<file path="config.mk">
export PLATFORM = sky130hd
export DESIGN_NAME = seven_seg_serial_driver
export DESIGN_NICKNAME = d
export VERILOG_FILES = /design/src/rtl/seven_seg_serial_driver.sv
export SDC_FILE = /design/constraint.sdc
export NUM_CORES = 1
export LEC_CHECK = 0
export BUFFER_PORTS_ARGS = -buffer_cell sky130_fd_sc_hd__buf_2
export CORE_ASPECT_RATIO = 0.5
export CORE_UTILIZATION = 45
export CTS_BUF_LIST = sky130_fd_sc_hd__clkbuf_2
export DETAILED_ROUTE_END_ITERATION = 10
export PLACE_DENSITY = 0.73
export SYNTH_ARGS = -nofsm -noshare
export SYNTH_HDL_FRONTEND = slang
export SYNTH_SLANG_ARGS = --single-unit
</file>
<file path="constraint.sdc">
create_clock -name clk -period 3.9 [get_ports clk]
set_input_delay 0.78 -clock clk [delete_from_list [all_inputs] [get_ports clk]]
set_output_delay 0.78 -clock clk [all_outputs]
set_load 0.005 [all_outputs]
</file>
<file path="src/rtl/seven_seg_serial_driver.sv">
// seven_seg_serial_driver
//   Captures a binary value on start, converts it to BCD with a sequential
//   double-dabble engine, encodes each digit to a segment byte and shifts the
//   bytes out MSB-first to a chain of 74HC595-style shift registers, then
//   pulses the storage latch.
//
//   Optional build macro: SEVSEG_LZ_BLANK_EN
//     defined   -> leading zero digits are sent as 0x00 (LS digit always shown)
//     undefined -> every digit is shown, leading zeros as 0x3F
//
// Ports
//   clk        in   system clock, rising edge
//   rst_n      in   asynchronous active-low reset
//   bin        in   [BIN_W-1:0] value to display, sampled on accepted start
//   start      in   request an update; accepted only while busy=0
//   busy       out  high from accepted start until done
//   done       out  one-cycle pulse after the latch has been issued
//   seg_data   out  serial segment data
//   seg_clk    out  chain shift clock
//   seg_latch  out  chain storage latch
//
// state   | meaning
// IDLE    | waiting for start
// CONVERT | BIN_W double-dabble steps
// SHIFT   | DIGITS*8 bits, each CLK_DIV low + CLK_DIV high seg_clk cycles
// LATCH   | seg_latch high for CLK_DIV cycles

module seven_seg_serial_driver #(
  parameter int BIN_W   = 17,
  parameter int DIGITS  = 6,
  parameter int CLK_DIV = 2
) (
  input  logic             clk,
  input  logic             rst_n,
  input  logic [BIN_W-1:0] bin,
  input  logic             start,
  output logic             busy,
  output logic             done,
  output logic             seg_data,
  output logic             seg_clk,
  output logic             seg_latch
);

  localparam int DW  = 4 * DIGITS;
  localparam int SW  = 8 * DIGITS;
  localparam int CW  = $clog2(BIN_W + 1);
  localparam int BW  = $clog2(SW + 1);
  localparam int DVW = $clog2(CLK_DIV + 1);

  typedef enum logic [1:0] {IDLE, CONVERT, SHIFT, LATCH} state_t;

  state_t           state;
  logic [BIN_W-1:0] bin_sh;
  logic [DW-1:0]    bcd;
  logic [SW-1:0]    sh_reg;
  logic [CW-1:0]    conv_cnt;
  logic [BW-1:0]    bit_cnt;
  logic [DVW-1:0]   div_cnt;
  logic             phase;      // 0: seg_clk low half, 1: high half

  logic [DW-1:0]    bcd_adj;
  logic [DW-1:0]    bcd_nxt;
  logic [BIN_W-1:0] bin_nxt;
  logic [SW-1:0]    enc_nxt;

  function automatic logic [7:0] seg_code(input logic [3:0] d);
    case (d)
      4'd0:    seg_code = 8'h3F;
      4'd1:    seg_code = 8'h06;
      4'd2:    seg_code = 8'h5B;
      4'd3:    seg_code = 8'h4F;
      4'd4:    seg_code = 8'h66;
      4'd5:    seg_code = 8'h6D;
      4'd6:    seg_code = 8'h7D;
      4'd7:    seg_code = 8'h07;
      4'd8:    seg_code = 8'h7F;
      4'd9:    seg_code = 8'h6F;
      default: seg_code = 8'h00;
    endcase
  endfunction

  function automatic logic [SW-1:0] encode(input logic [DW-1:0] b);
    logic [SW-1:0] enc;
    logic          seen;
    enc  = '0;
    seen = 1'b0;
    for (int i = DIGITS - 1; i >= 0; i--) begin
`ifdef SEVSEG_LZ_BLANK_EN
      // blank until the first nonzero digit; units digit is always shown
      if (b[4*i +: 4] != 4'd0 || i == 0) seen = 1'b1;
      enc[8*i +: 8] = seen ? seg_code(b[4*i +: 4]) : 8'h00;
`else
      seen = 1'b1;
      enc[8*i +: 8] = seg_code(b[4*i +: 4]);
`endif
    end
    return enc;
  endfunction

  // One double-dabble step; the carry out of the top digit falls off.
  always_comb begin
    bcd_adj = bcd;
    for (int i = 0; i < DIGITS; i++) begin
      if (bcd[4*i +: 4] >= 4'd5) bcd_adj[4*i +: 4] = bcd[4*i +: 4] + 4'd3;
    end
    {bcd_nxt, bin_nxt} = {bcd_adj[DW-2:0], bin_sh, 1'b0};
    enc_nxt = encode(bcd_nxt);
  end

  always_ff @(posedge clk or negedge rst_n) begin
    if (!rst_n) begin
      state     <= IDLE;
      bin_sh    <= '0;
      bcd       <= '0;
      sh_reg    <= '0;
      conv_cnt  <= '0;
      bit_cnt   <= '0;
      div_cnt   <= '0;
      phase     <= 1'b0;
      busy      <= 1'b0;
      done      <= 1'b0;
      seg_data  <= 1'b0;
      seg_clk   <= 1'b0;
      seg_latch <= 1'b0;
    end else begin
      done <= 1'b0;
      case (state)
        IDLE: begin
          seg_data  <= 1'b0;
          seg_clk   <= 1'b0;
          seg_latch <= 1'b0;
          if (start) begin
            bin_sh   <= bin;
            bcd      <= '0;
            conv_cnt <= CW'(BIN_W - 1);
            busy     <= 1'b1;
            state    <= CONVERT;
          end
        end

        CONVERT: begin
          bcd    <= bcd_nxt;
          bin_sh <= bin_nxt;
          if (conv_cnt == '0) begin
            // last step: load the encoded frame and present its first bit
            sh_reg   <= enc_nxt;
            seg_data <= enc_nxt[SW-1];
            seg_clk  <= 1'b0;
            phase    <= 1'b0;
            div_cnt  <= DVW'(CLK_DIV - 1);
            bit_cnt  <= BW'(SW - 1);
            state    <= SHIFT;
          end else begin
            conv_cnt <= conv_cnt - 1'b1;
          end
        end

        SHIFT: begin
          if (div_cnt != '0) begin
            div_cnt <= div_cnt - 1'b1;
          end else if (!phase) begin
            phase   <= 1'b1;
            seg_clk <= 1'b1;
            div_cnt <= DVW'(CLK_DIV - 1);
          end else if (bit_cnt == '0) begin
            seg_clk   <= 1'b0;
            seg_data  <= 1'b0;
            seg_latch <= 1'b1;
            div_cnt   <= DVW'(CLK_DIV - 1);
            state     <= LATCH;
          end else begin
            sh_reg   <= sh_reg << 1;
            seg_data <= sh_reg[SW-2];
            seg_clk  <= 1'b0;
            phase    <= 1'b0;
            div_cnt  <= DVW'(CLK_DIV - 1);
            bit_cnt  <= bit_cnt - 1'b1;
          end
        end

        LATCH: begin
          if (div_cnt != '0) begin
            div_cnt <= div_cnt - 1'b1;
          end else begin
            seg_latch <= 1'b0;
            busy      <= 1'b0;
            done      <= 1'b1;
            state     <= IDLE;
          end
        end

        default: state <= IDLE;
      endcase
    end
  end

endmodule

</file>
* Word level (Yosys, flattened, before mapping) *
Memory sizes are Yosys's and may differ from the RTL's.
Index checks and enable logic that the tools add are counted.

storage, ports and cells
  flip-flop bits (word level) = 109
  ROM bits = 672
  input port bits = 20
  word-level logic and storage cells = 122
  memories = 6

cells by class
  add/sub/neg operators = 9
  order comparisons = 6
  eq/ne operators = 12
  muxes and demuxes = 56
  reduce and logical (&&, ||, !) cells = 20

memories
  memory           depth  width  rd ports  clocked after Yosys merged registers in  wr ports  RTL line  RTL
  (no name shown)  16     7      1         0                                        0         67        case (d)
  (no name shown)  16     7      1         0                                        0         67
  (no name shown)  16     7      1         0                                        0         67
  (no name shown)  16     7      1         0                                        0         67
  (no name shown)  16     7      1         0                                        0         67
  (no name shown)  16     7      1         0                                        0         67

operator list
  operator             count
  $mux 47              4
  $pmux 47 s2          1
  $pmux 24 s2          1
  $pmux 17 s2          1
  $ge 4x3->1 const B   6
  $mux 24              1
  $mux 6               4
  $add 4x2->4 const B  5
  $mux 4               5
  $mux 2               9
  $ne 2x2->1 const B   9
  $mux 1               17
  $mux 17              1
  $reduce_and 3->1     5
  $pmux 6 s2           1
  $mux 5               2
  $pmux 5 s2           1
  $reduce_and 5->1     2
  $pmux 1 s3           3
  $reduce_bool 3->1    3
  $pmux 2 s4           1
  $reduce_bool 2->1    4
  $logic_not 6->1      1
  $pmux 2 s3           1
  13 further kinds     15

* Logic depth before layout (Yosys ltp) *
  word-level depth = 5
  mapped depth = 14
  mapped depth without buffers = 11

* Worst setup path after synthesis *
OpenSTA, ideal clock, no wires.

  path type = register to register
  start point = register bcd[16]
  end point = register sh_reg[35]
  library setup time = 122 ps
  data arrival time = 2,701 ps
  required time = 3,778 ps
  setup slack = 1,077 ps
  cell stages (with the launch flop) = 13
  clock period less this slack = 2,823 ps
  cell sequence = dfrtp_1 > clkbuf_1 > inv_1 > ha_1 > and2b_1 > o21ai_0 > or2_2 > clkbuf_1 > ha_1 > o21ai_0 > a2111oi_0 > o211ai_1 > a32o_1

on the way
  longest elaborated chain between the ends = 5
  elaborated cells between the ends (all ways) = 6
  classes of those cells = 1 x add/sub; 1 x order compare; 3 x mux; 1 x memory

ends and longest elaborated chain
  element                                    RTL line  RTL
  start: declaration                         54        logic [DW-1:0] bcd;
  start signal: assignment                   142       bcd <= bcd_nxt;
  $add 4x2->4 or $ge 4x3->1 (tied branches)  104       if (bcd[4*i +: 4] >= 4'd5) bcd_adj[4*i +: 4] = bcd[4*i +: 4] + 4'd3;
  $mux 4 (*)                                 104
  $mem_v2 16x7 (*)                           n/a
  $mux 47 (*)                                144       if (conv_cnt == '0) begin
  $pmux 47 s2 (*)                            127       case (state)
  end signal: assignment                     146       sh_reg <= enc_nxt;
  end signal: assignment                     172       sh_reg <= sh_reg << 1;
  end: declaration                           55        logic [SW-1:0] sh_reg;

Mark *: on every way between the ends. The rest lies on a longest branch, timed or not. The select of a mux whose other input is x is not followed.
A chain may end at the register's enable or synchronous reset.

* Final worst setup path *
  start point = register bcd[4]
  end point = register sh_reg[19]

The elaborated chain is that of the path after synthesis.

==> impl_results.md <==
- Status: complete, no violations
- Die span in y: 90.6 um
- Clk_lat worst skew: 0.60 ns
- Share of synthesized area spent on multiplexers: 0.0361
- FP Rows: 31
- Setup Buffers After CTS: 0
- Number of cells upsized or downsized after cts: 0
- Proportion of synthesized flip-flops having asynchronous set or reset: 1.00
- Instance area at placement: 7290 sq um
- Launch point of the worst reg-to-reg path: bcd[4]
- Post-synth top area share: 0.386
- Core Area: 14900 sq um
- Main area contributors after synthesis: sky130_fd_sc_hd__dfrtp_1 39%, sky130_fd_sc_hd__ha_1 6.4%, sky130_fd_sc_hd__o21ai_0 6.2%, sky130_fd_sc_hd__nand2_1 5.8%, sky130_fd_sc_hd__a21oi_1 3.1%
- Number of clock sinks: 109
- Area enclosed by the die boundary: 16200 sq um
- Number of vias per cell: 5.98
- Crit Reg-Reg Endpoint: sh_reg[19]
- Simple logic cell fraction of the synthesized area: 0.176
- Root Buffer: sky130_fd_sc_hd__clkbuf_2
- Final setup fails: 0
- Clock tree from TritonCTS: yes
- Highest ir drop seen on vdd: 0.119 mV
- Worst Path Arrival: 3.50 ns
- Total I/O pin count: 25
- Compound-Gate Fraction of Synth Area: 0.271
- Post-route DRC: 0
- Dominant synthesized flop cell: sky130_fd_sc_hd__dfrtp_1
- Non-Filler Cell Area, Final: 7400 sq um
- Layout cells sized above 1: 0.0882
- Max Buffers Root-to-Sink: 2
- Synth Register Bits: 109
- Total count of hold-check failures in the final report: 0
- Met2 Wirelength: 7.41 mm
- Critical path startpoint category: flip-flop
- Total via count in the routed design: 6063
- Vias in the first global route: 5662
- Relative slew margins: 0.355
- Hold WC Path Type: input pin to asynchronous set/reset pin
- Number of antenna violations at the first check in global routing: 0
- Length of the first detailed-routing pass in iterations: 5
- Class of the most critical setup path: flip-flop to flip-flop
- M1 wire length: 8.25 mm
- Wire length after detailed routing: 16.6 mm
- Final GP Congestion: 0.870
- Number of maximum-capacitance constraint violations: 0
- Static Leakage: 3.05 nW
- Most frequent cells after synthesis: 109 x sky130_fd_sc_hd__dfrtp_1, 109 x sky130_fd_sc_hd__nand2_1, 88 x sky130_fd_sc_hd__o21ai_0, 46 x sky130_fd_sc_hd__clkbuf_1, 44 x sky130_fd_sc_hd__a21oi_1
- Wirelength per Cell: 16.3 um
- NumNets Final: 867
- Synth Net Count: 883
- Post-synthesis share of cell area spent on full adders, half adders and majority gates: 0.0638
- Number of synthesized flops with an enable pin: 0
- Initial standard-cell utilization of the core: 0.474
- Crit path required time: 4.40 ns
- Count of inserted antenna diode cells: 0
- Peak clock frequency supported by timing: 334 MHz
- Pre-CTS setup slack: 1.00 ns
- Path depth of the worst reg2reg path: 10
- Port Buffer Count: 24
- Total track usage: 0.216
- Highest net fanout along the worst path: 8
- Dominant cell type by area after synthesis: sky130_fd_sc_hd__dfrtp_1
- Overflow after GRT: 0
- Uppermost routed layer: met4
- Synthesis warning total: 0
- Die X-Extent: 179 um
- Post-route minimum period: 2.99 ns
- Maximum number of pins on one net before global-route repair: 57
- Pins Over Slew Limit: 0
- Total clock buffers created by CTS: 9
- Setup TNS: 0 ns
- Synth-to-Final Area Change: 4.84%
- Number of instances in the synthesized netlist: 827
- Worst Tran Pin Value: 0.963 ns
- Detailed placer's ending HPWL: 11.3 mm
- Worst clock skew: 0.0392 ns
- Fill cell instance count of the final layout: 1432
- Post-synthesis cell type count: 65
- Part of the cycle the worst path needs: 0.767
- Met3 WL: 704 um
- Count of antenna-violating nets left after detailed routing: 0
- Area share of xor/xnor cells in the synthesized design: 0.00992
- Power density over the cells: 231 nW/um^2
- Mapped Avg Cell Area: 8.54 sq um
- First-pass GRT wire length: 28.2 mm
- Worst setup margin: 0.908 ns
- Setup slack, reg-to-reg: 0.91 ns
- Post-synthesis cell area: 7060 sq um
- # hold bufs at CTS: 0
- Dominant combinational cell family by area after synthesis: compound AO/OA/AOI/OAI gates
- Seq/Total Area, Yosys: 0.386
- Flip-flop count of the largest register, all copies and words added: 47
- Element type at the critical path end: flip-flop
- Clock transition at the registers of the reported paths: 0.31 ns
- RSZ-0062 raised after global routing: no
- Iteration-0 DRC count of the detailed router: 645
- Number of H-tree levels: 3
==> routing by layer <==
layer | track usage | up-vias
met1 | 0.319 | 2939
met5 | 0 | -
met2 | 0.323 | 129
met4 | 0.0525 | 0
met3 | 0.0387 | 14
li1 | - | 2981
==> cell type report <==
class / count / area (sq um) / share of cell area
multi-input cells: 618 / 3950 / 0.534
inverters: 38 / 143 / 0.0193
clock inverters: 6 / 63.8 / 0.00862
flip-flops and latches: 109 / 2730 / 0.368
repair buffers: 35 / 218 / 0.0294
well taps: 198 / 248 / 0.0335
clock buffers: 10 / 50.0 / 0.00676
==> critical path, stage by stage, from the launching register on <==
cell	delay, ns
sky130_fd_sc_hd__dfrtp_1	0.55
sky130_fd_sc_hd__inv_1	0.11
sky130_fd_sc_hd__ha_1	0.30
sky130_fd_sc_hd__nor2b_1	0.20
sky130_fd_sc_hd__or3_1	0.42
sky130_fd_sc_hd__nand2_1	0.17
sky130_fd_sc_hd__ha_1	0.26
sky130_fd_sc_hd__o21ai_0	0.09
sky130_fd_sc_hd__a2111oi_0	0.43
sky130_fd_sc_hd__o211ai_1	0.15
sky130_fd_sc_hd__a32o_1	0.24
==> worst max path at each step <==
stage | start | end | slack, ns | cells past startpoint
finish | bcd[4] | sh_reg[19] | 0.91 | 10
global route | bcd[4] | sh_reg[19] | 0.68 | 10
CTS | bcd[4] | sh_reg[19] | 0.94 | 10
detailed placement | bcd[4] | sh_reg[19] | 1.00 | 10
global placement | bcd[8] | sh_reg[27] | 1.09 | 10
floorplan | bcd[16] | sh_reg[35] | 1.08 | 12
==> through the flow <==
| step | power [mW] | cells | hold WS, ns | util |
|---|---|---|---|---|
| finish | 1.71 | 1014 | 0.196 | 0.497 |
| global route | 1.77 | 1014 | 0.181 | 0.497 |
| CTS | 1.72 | 1014 | 0.212 | 0.497 |
| detailed placement | 1.19 | 998 | 0.470 | 0.489 |
| global placement | 1.19 | 998 | 0.460 | 0.489 |
| floorplan | 1.16 | 827 | 0.445 | - |
==> logic make-up after synthesis <==
group                    Yosys count
buffers and inverters            100
flip-flops                       109
adder cells (fa/ha/maj)           36
AND/OR/NAND/NOR                  258
multiplexers                      24
AO/OA/AOI/OAI                    292
XOR/XNOR                           8
==> placed cells by master, fill, tap and decap left out, drive strengths merged, types with 5 or more instances in the layout <==
| master | netlist | layout |
|---|---|---|
| nor2 | 38 | 38 |
| a211o | 9 | 9 |
| a22oi | 8 | 8 |
| o21ai | 105 | 105 |
| o211ai | 15 | 15 |
| or2 | 10 | 10 |
| nor4b | 5 | 5 |
| mux2i | 22 | 22 |
| inv | 38 | 38 |
| nand2 | 109 | 109 |
| nand4 | 6 | 6 |
| o21a | 5 | 5 |
| o22ai | 5 | 5 |
| nor3b | 7 | 7 |
| nor3 | 22 | 22 |
| xnor2 | 8 | 8 |
| nand3 | 11 | 11 |
| a21boi | 5 | 5 |
| clkbuf | 47 | 10 |
| a221oi | 9 | 9 |
| a311oi | 6 | 6 |
| a211oi | 23 | 23 |
| ha | 36 | 36 |
| dfrtp | 109 | 109 |
| a22o | 15 | 15 |
| nor2b | 17 | 17 |
| nand2b | 10 | 10 |
| a21oi | 44 | 44 |
| or3 | 8 | 8 |
| a31oi | 9 | 9 |
| buf | 15 | 35 |
==> where the power goes <==
group / internal (mW) / total (mW) / switching (mW)
combinational: 0.0117 / 0.0389 / 0.0272
sequential: 1.13 / 1.13 / 0
clock: 0.149 / 0.541 / 0.392
No activity file was read; power rests on OpenSTA's default activity.
